==> src/rtl/time_set_controller.sv <==
// Mode and increment sequencer for the wall clock: owns the one-second prescaler,
// the RUN/SET_HOUR/SET_MIN mode machine, press-and-hold auto-repeat and the set-field blink mask.
module time_set_controller #(
  parameter int unsigned TICK_DIV      = 32'd100_000_000,
  parameter int unsigned BLINK_DIV     = 32'd50_000_000,
  parameter int unsigned HOLD_CYCLES   = 32'd50_000_000,
  parameter int unsigned REPEAT_CYCLES = 32'd25_000_000
) (
  input  logic       CLK100MHZ,
  input  logic       ResetButton,
  input  logic       MODE_BTN,
  input  logic       INC_BTN,
  output logic       sec_tick,
  output logic       inc_min,
  output logic       inc_hour,
  output logic       clr_secs,
  output logic [3:0] digit_blank,
  output logic [1:0] mode
);

  localparam int unsigned TICK_W  = $clog2(TICK_DIV);
  localparam int unsigned BLINK_W = $clog2(BLINK_DIV);
  localparam int unsigned HOLD_W  = $clog2(HOLD_CYCLES);
  localparam int unsigned RPT_W   = $clog2(REPEAT_CYCLES);

  localparam logic [TICK_W-1:0]  TICK_LAST  = TICK_W'(TICK_DIV - 32'd1);
  localparam logic [BLINK_W-1:0] BLINK_LAST = BLINK_W'(BLINK_DIV - 32'd1);
  localparam logic [HOLD_W-1:0]  HOLD_LAST  = HOLD_W'(HOLD_CYCLES - 32'd1);
  localparam logic [RPT_W-1:0]   RPT_LAST   = RPT_W'(REPEAT_CYCLES - 32'd1);

  typedef enum logic [1:0] {
    ST_RUN      = 2'b00,
    ST_SET_HOUR = 2'b01,
    ST_SET_MIN  = 2'b10,
    ST_ILLEGAL  = 2'b11
  } state_e;

  state_e               state_q, state_d;
  logic                 mode_prev_q, mode_prev_d;
  logic                 inc_prev_q, inc_prev_d;
  logic [TICK_W-1:0]    presc_q, presc_d;
  logic [BLINK_W-1:0]   blink_cnt_q, blink_cnt_d;
  logic                 blink_phase_q, blink_phase_d;
  logic [HOLD_W-1:0]    hold_cnt_q, hold_cnt_d;
  logic [RPT_W-1:0]     rpt_cnt_q, rpt_cnt_d;
  logic                 rpt_active_q, rpt_active_d;
  logic                 sec_tick_q, sec_tick_d;
  logic                 inc_min_q, inc_min_d;
  logic                 inc_hour_q, inc_hour_d;
  logic                 clr_secs_q, clr_secs_d;
  logic [3:0]           digit_blank_q, digit_blank_d;

  logic                 mode_rise;
  logic                 inc_rise;
  logic                 set_active;
  logic                 inc_pulse;

  // Button edge detection and mode sequencing; a mode edge always outranks an increment.
  always_comb begin
    mode_prev_d = MODE_BTN;
    inc_prev_d  = INC_BTN;
    mode_rise   = MODE_BTN & ~mode_prev_q;
    inc_rise    = INC_BTN & ~inc_prev_q;
    state_d     = state_q;
    clr_secs_d  = 1'b0;
    case (state_q)
      ST_RUN: begin
        if (mode_rise) state_d = ST_SET_HOUR;
        else           state_d = ST_RUN;
      end
      ST_SET_HOUR: begin
        if (mode_rise) state_d = ST_SET_MIN;
        else           state_d = ST_SET_HOUR;
      end
      ST_SET_MIN: begin
        if (mode_rise) begin
          state_d    = ST_RUN;
          clr_secs_d = 1'b1;
        end else begin
          state_d    = ST_SET_MIN;
          clr_secs_d = 1'b0;
        end
      end
      default: begin
        state_d    = ST_RUN;
        clr_secs_d = 1'b0;
      end
    endcase
    set_active = ((state_q == ST_SET_HOUR) || (state_q == ST_SET_MIN)) && !mode_rise;
  end

  // Seconds prescaler: runs only while staying in RUN, otherwise parked at zero.
  always_comb begin
    presc_d    = '0;
    sec_tick_d = 1'b0;
    if ((state_q == ST_RUN) && !mode_rise) begin
      if (presc_q == TICK_LAST) begin
        presc_d    = '0;
        sec_tick_d = 1'b1;
      end else begin
        presc_d    = presc_q + TICK_W'(1'b1);
        sec_tick_d = 1'b0;
      end
    end else begin
      presc_d    = '0;
      sec_tick_d = 1'b0;
    end
  end

  // Press-and-hold: the hold counter saturates at its last value once repeating starts.
  always_comb begin
    hold_cnt_d   = '0;
    rpt_cnt_d    = '0;
    rpt_active_d = 1'b0;
    inc_pulse    = 1'b0;
    if (set_active && INC_BTN) begin
      if (inc_rise) begin
        inc_pulse = 1'b1;
      end else if (rpt_active_q) begin
        hold_cnt_d   = hold_cnt_q;
        rpt_active_d = 1'b1;
        if (rpt_cnt_q == RPT_LAST) begin
          inc_pulse = 1'b1;
          rpt_cnt_d = '0;
        end else begin
          inc_pulse = 1'b0;
          rpt_cnt_d = rpt_cnt_q + RPT_W'(1'b1);
        end
      end else if (hold_cnt_q == HOLD_LAST) begin
        inc_pulse    = 1'b1;
        hold_cnt_d   = hold_cnt_q;
        rpt_active_d = 1'b1;
        rpt_cnt_d    = '0;
      end else begin
        hold_cnt_d = hold_cnt_q + HOLD_W'(1'b1);
      end
    end else begin
      inc_pulse = 1'b0;
    end
  end

  // Increment routing, blink phase and the blank mask for the field under edit.
  always_comb begin
    blink_cnt_d   = '0;
    blink_phase_d = 1'b0;
    inc_hour_d    = 1'b0;
    inc_min_d     = 1'b0;
    digit_blank_d = 4'b0000;
    if (set_active) begin
      inc_hour_d = inc_pulse && (state_q == ST_SET_HOUR);
      inc_min_d  = inc_pulse && (state_q == ST_SET_MIN);
      if (inc_pulse) begin
        blink_cnt_d   = '0;
        blink_phase_d = 1'b0;
      end else if (blink_cnt_q == BLINK_LAST) begin
        blink_cnt_d   = '0;
        blink_phase_d = ~blink_phase_q;
      end else begin
        blink_cnt_d   = blink_cnt_q + BLINK_W'(1'b1);
        blink_phase_d = blink_phase_q;
      end
    end else begin
      blink_cnt_d   = '0;
      blink_phase_d = 1'b0;
    end
    if (blink_phase_d) begin
      case (state_d)
        ST_SET_HOUR: digit_blank_d = 4'b1100;
        ST_SET_MIN:  digit_blank_d = 4'b0011;
        default:     digit_blank_d = 4'b0000;
      endcase
    end else begin
      digit_blank_d = 4'b0000;
    end
  end

  // State and output registers with synchronous reset.
  always_ff @(posedge CLK100MHZ) begin
    if (ResetButton) begin
      state_q       <= ST_RUN;
      mode_prev_q   <= 1'b0;
      inc_prev_q    <= 1'b0;
      presc_q       <= '0;
      blink_cnt_q   <= '0;
      blink_phase_q <= 1'b0;
      hold_cnt_q    <= '0;
      rpt_cnt_q     <= '0;
      rpt_active_q  <= 1'b0;
      sec_tick_q    <= 1'b0;
      inc_min_q     <= 1'b0;
      inc_hour_q    <= 1'b0;
      clr_secs_q    <= 1'b0;
      digit_blank_q <= 4'b0000;
    end else begin
      state_q       <= state_d;
      mode_prev_q   <= mode_prev_d;
      inc_prev_q    <= inc_prev_d;
      presc_q       <= presc_d;
      blink_cnt_q   <= blink_cnt_d;
      blink_phase_q <= blink_phase_d;
      hold_cnt_q    <= hold_cnt_d;
      rpt_cnt_q     <= rpt_cnt_d;
      rpt_active_q  <= rpt_active_d;
      sec_tick_q    <= sec_tick_d;
      inc_min_q     <= inc_min_d;
      inc_hour_q    <= inc_hour_d;
      clr_secs_q    <= clr_secs_d;
      digit_blank_q <= digit_blank_d;
    end
  end

  assign sec_tick    = sec_tick_q;
  assign inc_min     = inc_min_q;
  assign inc_hour    = inc_hour_q;
  assign clr_secs    = clr_secs_q;
  assign digit_blank = digit_blank_q;
  assign mode        = state_q;

endmodule
==> config.mk <==
export PLATFORM = sky130hd
export DESIGN_NAME = time_set_controller
export DESIGN_NICKNAME = d
export VERILOG_FILES = /design/src/rtl/time_set_controller.sv
export SDC_FILE = /design/constraint.sdc
export NUM_CORES = 1
export LEC_CHECK = 0
export ABC_AREA = 1
export CAP_MARGIN = 0
export CORE_MARGIN = 2
export CORE_UTILIZATION = 35
export DETAILED_ROUTE_END_ITERATION = 10
export SLEW_MARGIN = 20
export SYNTH_ARGS = -nofsm -noshare
export SYNTH_HDL_FRONTEND = slang
export SYNTH_SLANG_ARGS = --single-unit
export TNS_END_PERCENT = 30
==> constraint.sdc <==
create_clock -name CLK100MHZ -period 4.7 [get_ports CLK100MHZ]
set_clock_uncertainty 0.15 [all_clocks]
set_input_delay 0.94 -clock CLK100MHZ [delete_from_list [all_inputs] [get_ports CLK100MHZ]]
set_output_delay 0.94 -clock CLK100MHZ [all_outputs]
set_load 0.01 [all_outputs]
==> results.cfg <==
[cells_and_area]
finalNonFillerCells = 1178
multi_input_area_um2 = 3260
fin_nets = 952
antenna_cells = 0
layout-area-overhead-vs-synth_pct = 15.2
num-fill-cells = 1812
drive_above_1_share_pct = 6.19
final_core_utilization_pct = 40.9
seqCellArea_um2 = 2320

[global_route]
grt_start_max_net_pins = 27
antenna_found_initial = 0
first_global_vias = 5082
grt-busiest-layer = met2
grt_util_met3_pct = 3.69
grt_pass1_wl_um = 23600
use_met1_pct = 21.0
met2_usage_pct = 25.4
grt-ovfl-total = 0
grt_usage_pct = 16.1

[placement]
place.port_buffers = 13
dp_hpwl_um = 9830
gp_congestion = 0.876
placed_cells = 1146

[run]
maxCapViolations = 0

[logic_synthesis]
ys_seq_area_share_pct = 38.2
yosys_warnings = 0
synth_edf_count = 0
yosys.cell_types.count = 35
syn_avg_cell_area_um2 = 6.61
yosysTopAreaCell = dfxtp_1
async_reset_ff_share_pct = 0
synth.ff_latch_count = 116
synth_area_um2 = 6080
synth_flop_cell = dfxtp_1
synth_top_area_share_pct = 38.2
synth_area_leaders = dfxtp_1 (38%), nand2_1 (15%), nor2_1 (12%)
postSynthCellCount = 920
synth.net_count = 932
synth.most_common_cell = nand2_1
yosys-top-cells-count = nand2_1 (236), nor2_1 (187), dfxtp_1 (116)

[hold_path]
hold_path_end = blink_cnt_q[0]
hold_path_class = register to register
hp-start = blink_cnt_q[0]
hold-path-cell-count = 1

[cts]
htreeDepth = 4
cts.sinks = 116
root_buffer = clkbuf_16
clk_pin_slew_ns = 0.06
ctsResizeCount = 0
cts_tree = yes
cts_buffers = 17
ctsHoldBuffers = 0
postCtsSetupRepairBufs = 0
cts_buffer_depth = 2
clock_latency_ns = 0.42

[floorplan]
initial_core_util_pct = 35.5
die_h_um = 136
core_um2 = 17100
die_w_um = 136
die_area_um2 = 18400
io_pins = 14
rows = 48

[route]
wire_per_inst_um = 11.4
ant_nets = 0
drtPass1Iterations = 5
first_iter_violations = 420
vias_per_cell = 4.61
vias = 5426
route.detailed.drc = 0
routed_wl_um = 13500

[setup_path]
rr_endpoint = blink_cnt_q[14]
startpoint_type = input port
worstSetupPathType = input port to register
worst-r2r-setup-slack_ns = 2.19
r2r_cells = 12
crit_required_ns = 4.90
critPathArrivalTime_ns = 2.99
r2r_start = hold_cnt_q[0]
critical_path_peak_fanout = 19
cp-end-kind = register

[sta]
period_needed_ns = 2.79
drv_slew = 0
rsz0062_at_grt = false
finalSetupViolCount = 0
max_freq_mhz = 358
slew_headroom_pct = 41.3
hold_slack_ns = 0.299
hold_violations = 0
worst_pin_slew_ns = 0.878
finalCritPeriodShare_pct = 59.4
tns_ns = 0

[power]
p_leak_uw = 0.00224
peakVddDrop_mv = 0.270
cellPowerDensity_nw_per_um2 = 332

[run_status]
status = finished, final reports clean
[sequential cells by signal (all words and copies together) (netlist names)]
name           flops
blink_cnt_q       26
presc_q           27
rpt_active_q       1
mode               2
rpt_cnt_q         25
inc_min            1
mode_prev_q        1
blink_phase_q      1
clr_secs           1
digit_blank        2
inc_prev_q         1
sec_tick           1
inc_hour           1
hold_cnt_q        26
[cells in the final DEF, fill, tap and decap left out, types with 3 or more instances in the layout]
cell type / Yosys / layout
nand3_1: 46 / 46
nor3_1: 31 / 31
nor3b_1: 4 / 4
inv_2: 3 / 3
ha_1: 8 / 8
a21oi_1: 42 / 42
o21ai_0: 12 / 12
xnor2_1: 16 / 16
inv_1: 108 / 108
clkinvlp_4: 0 / 3
a31oi_1: 3 / 3
o21bai_1: 3 / 3
nand3b_1: 5 / 5
xor2_1: 31 / 31
nor2_2: 5 / 5
clkbuf_16: 0 / 17
nand2_2: 4 / 4
inv_6: 0 / 3
nor2_1: 187 / 187
nor2_4: 3 / 3
nand4_1: 24 / 24
nor4_1: 4 / 4
or2_2: 7 / 7
dfxtp_1: 116 / 116
clkdlybuf4s50_1: 0 / 13
clkinv_4: 0 / 4
nand2_1: 236 / 236
[where the power goes]
part           total, µW  internal (µW)  switching [µW]
clock               1290            798             494
combinational       42.5           14.3            28.2
sequential           993            988            4.41
[worst max-delay path: stages]
cell	delay, ns
clkdlybuf4s50_1	0.55
nor2_1	0.21
nand3_2	0.37
nor2_2	0.48
inv_2	0.23
nor3b_1	0.20
[metrics by stage]
stage	area (µm²)	total power (µW)	setup WS (ns)
finish	7000	2330	1.91
global placement	6400	1060	1.48
detailed placement	6410	1060	1.41
global route	7000	2420	1.65
floorplan	6080	1050	2.49
CTS	7000	2360	1.87
[routing by layer]
| layer | wire length (µm) | part of all wire (%) |
|---|---|---|
| met1 | 6710 | 50 |
| met2 | 6040 | 45 |
| met3 | 504 | 3.7 |
| met4 | 209 | 1.6 |
| met5 | 0 | 0 |
[cell families after synthesis]
family	count (synthesis)	synth area share [%]
compound gates	63	5.54
xor+xnor	47	6.77
fa+ha+maj	8	1.65
buf+inv	124	8.39
flops	116	38.2
simple gates	562	39.5
[worst max path at each step]
stage / from / slack [ns] / endpoint
detailed placement: ResetButton / 1.41 / rpt_cnt_q[2]
floorplan: MODE_BTN / 2.49 / hold_cnt_q[2]
global route: MODE_BTN / 1.65 / rpt_cnt_q[2]
global placement: ResetButton / 1.48 / rpt_cnt_q[2]
finish: ResetButton / 1.91 / rpt_cnt_q[2]
CTS: ResetButton / 1.87 / rpt_cnt_q[2]
[area by class of cell]
type                       instances  area share (%)
clock buffer                      18            6.27
timing repair buffer              13            1.86
tap                              225            4.02
sequential                       116            33.2
inverter                         112            6.00
clock inverter                    14            2.20
multi-input combinational        680            46.5
Power figures use the tool's default switching activity.
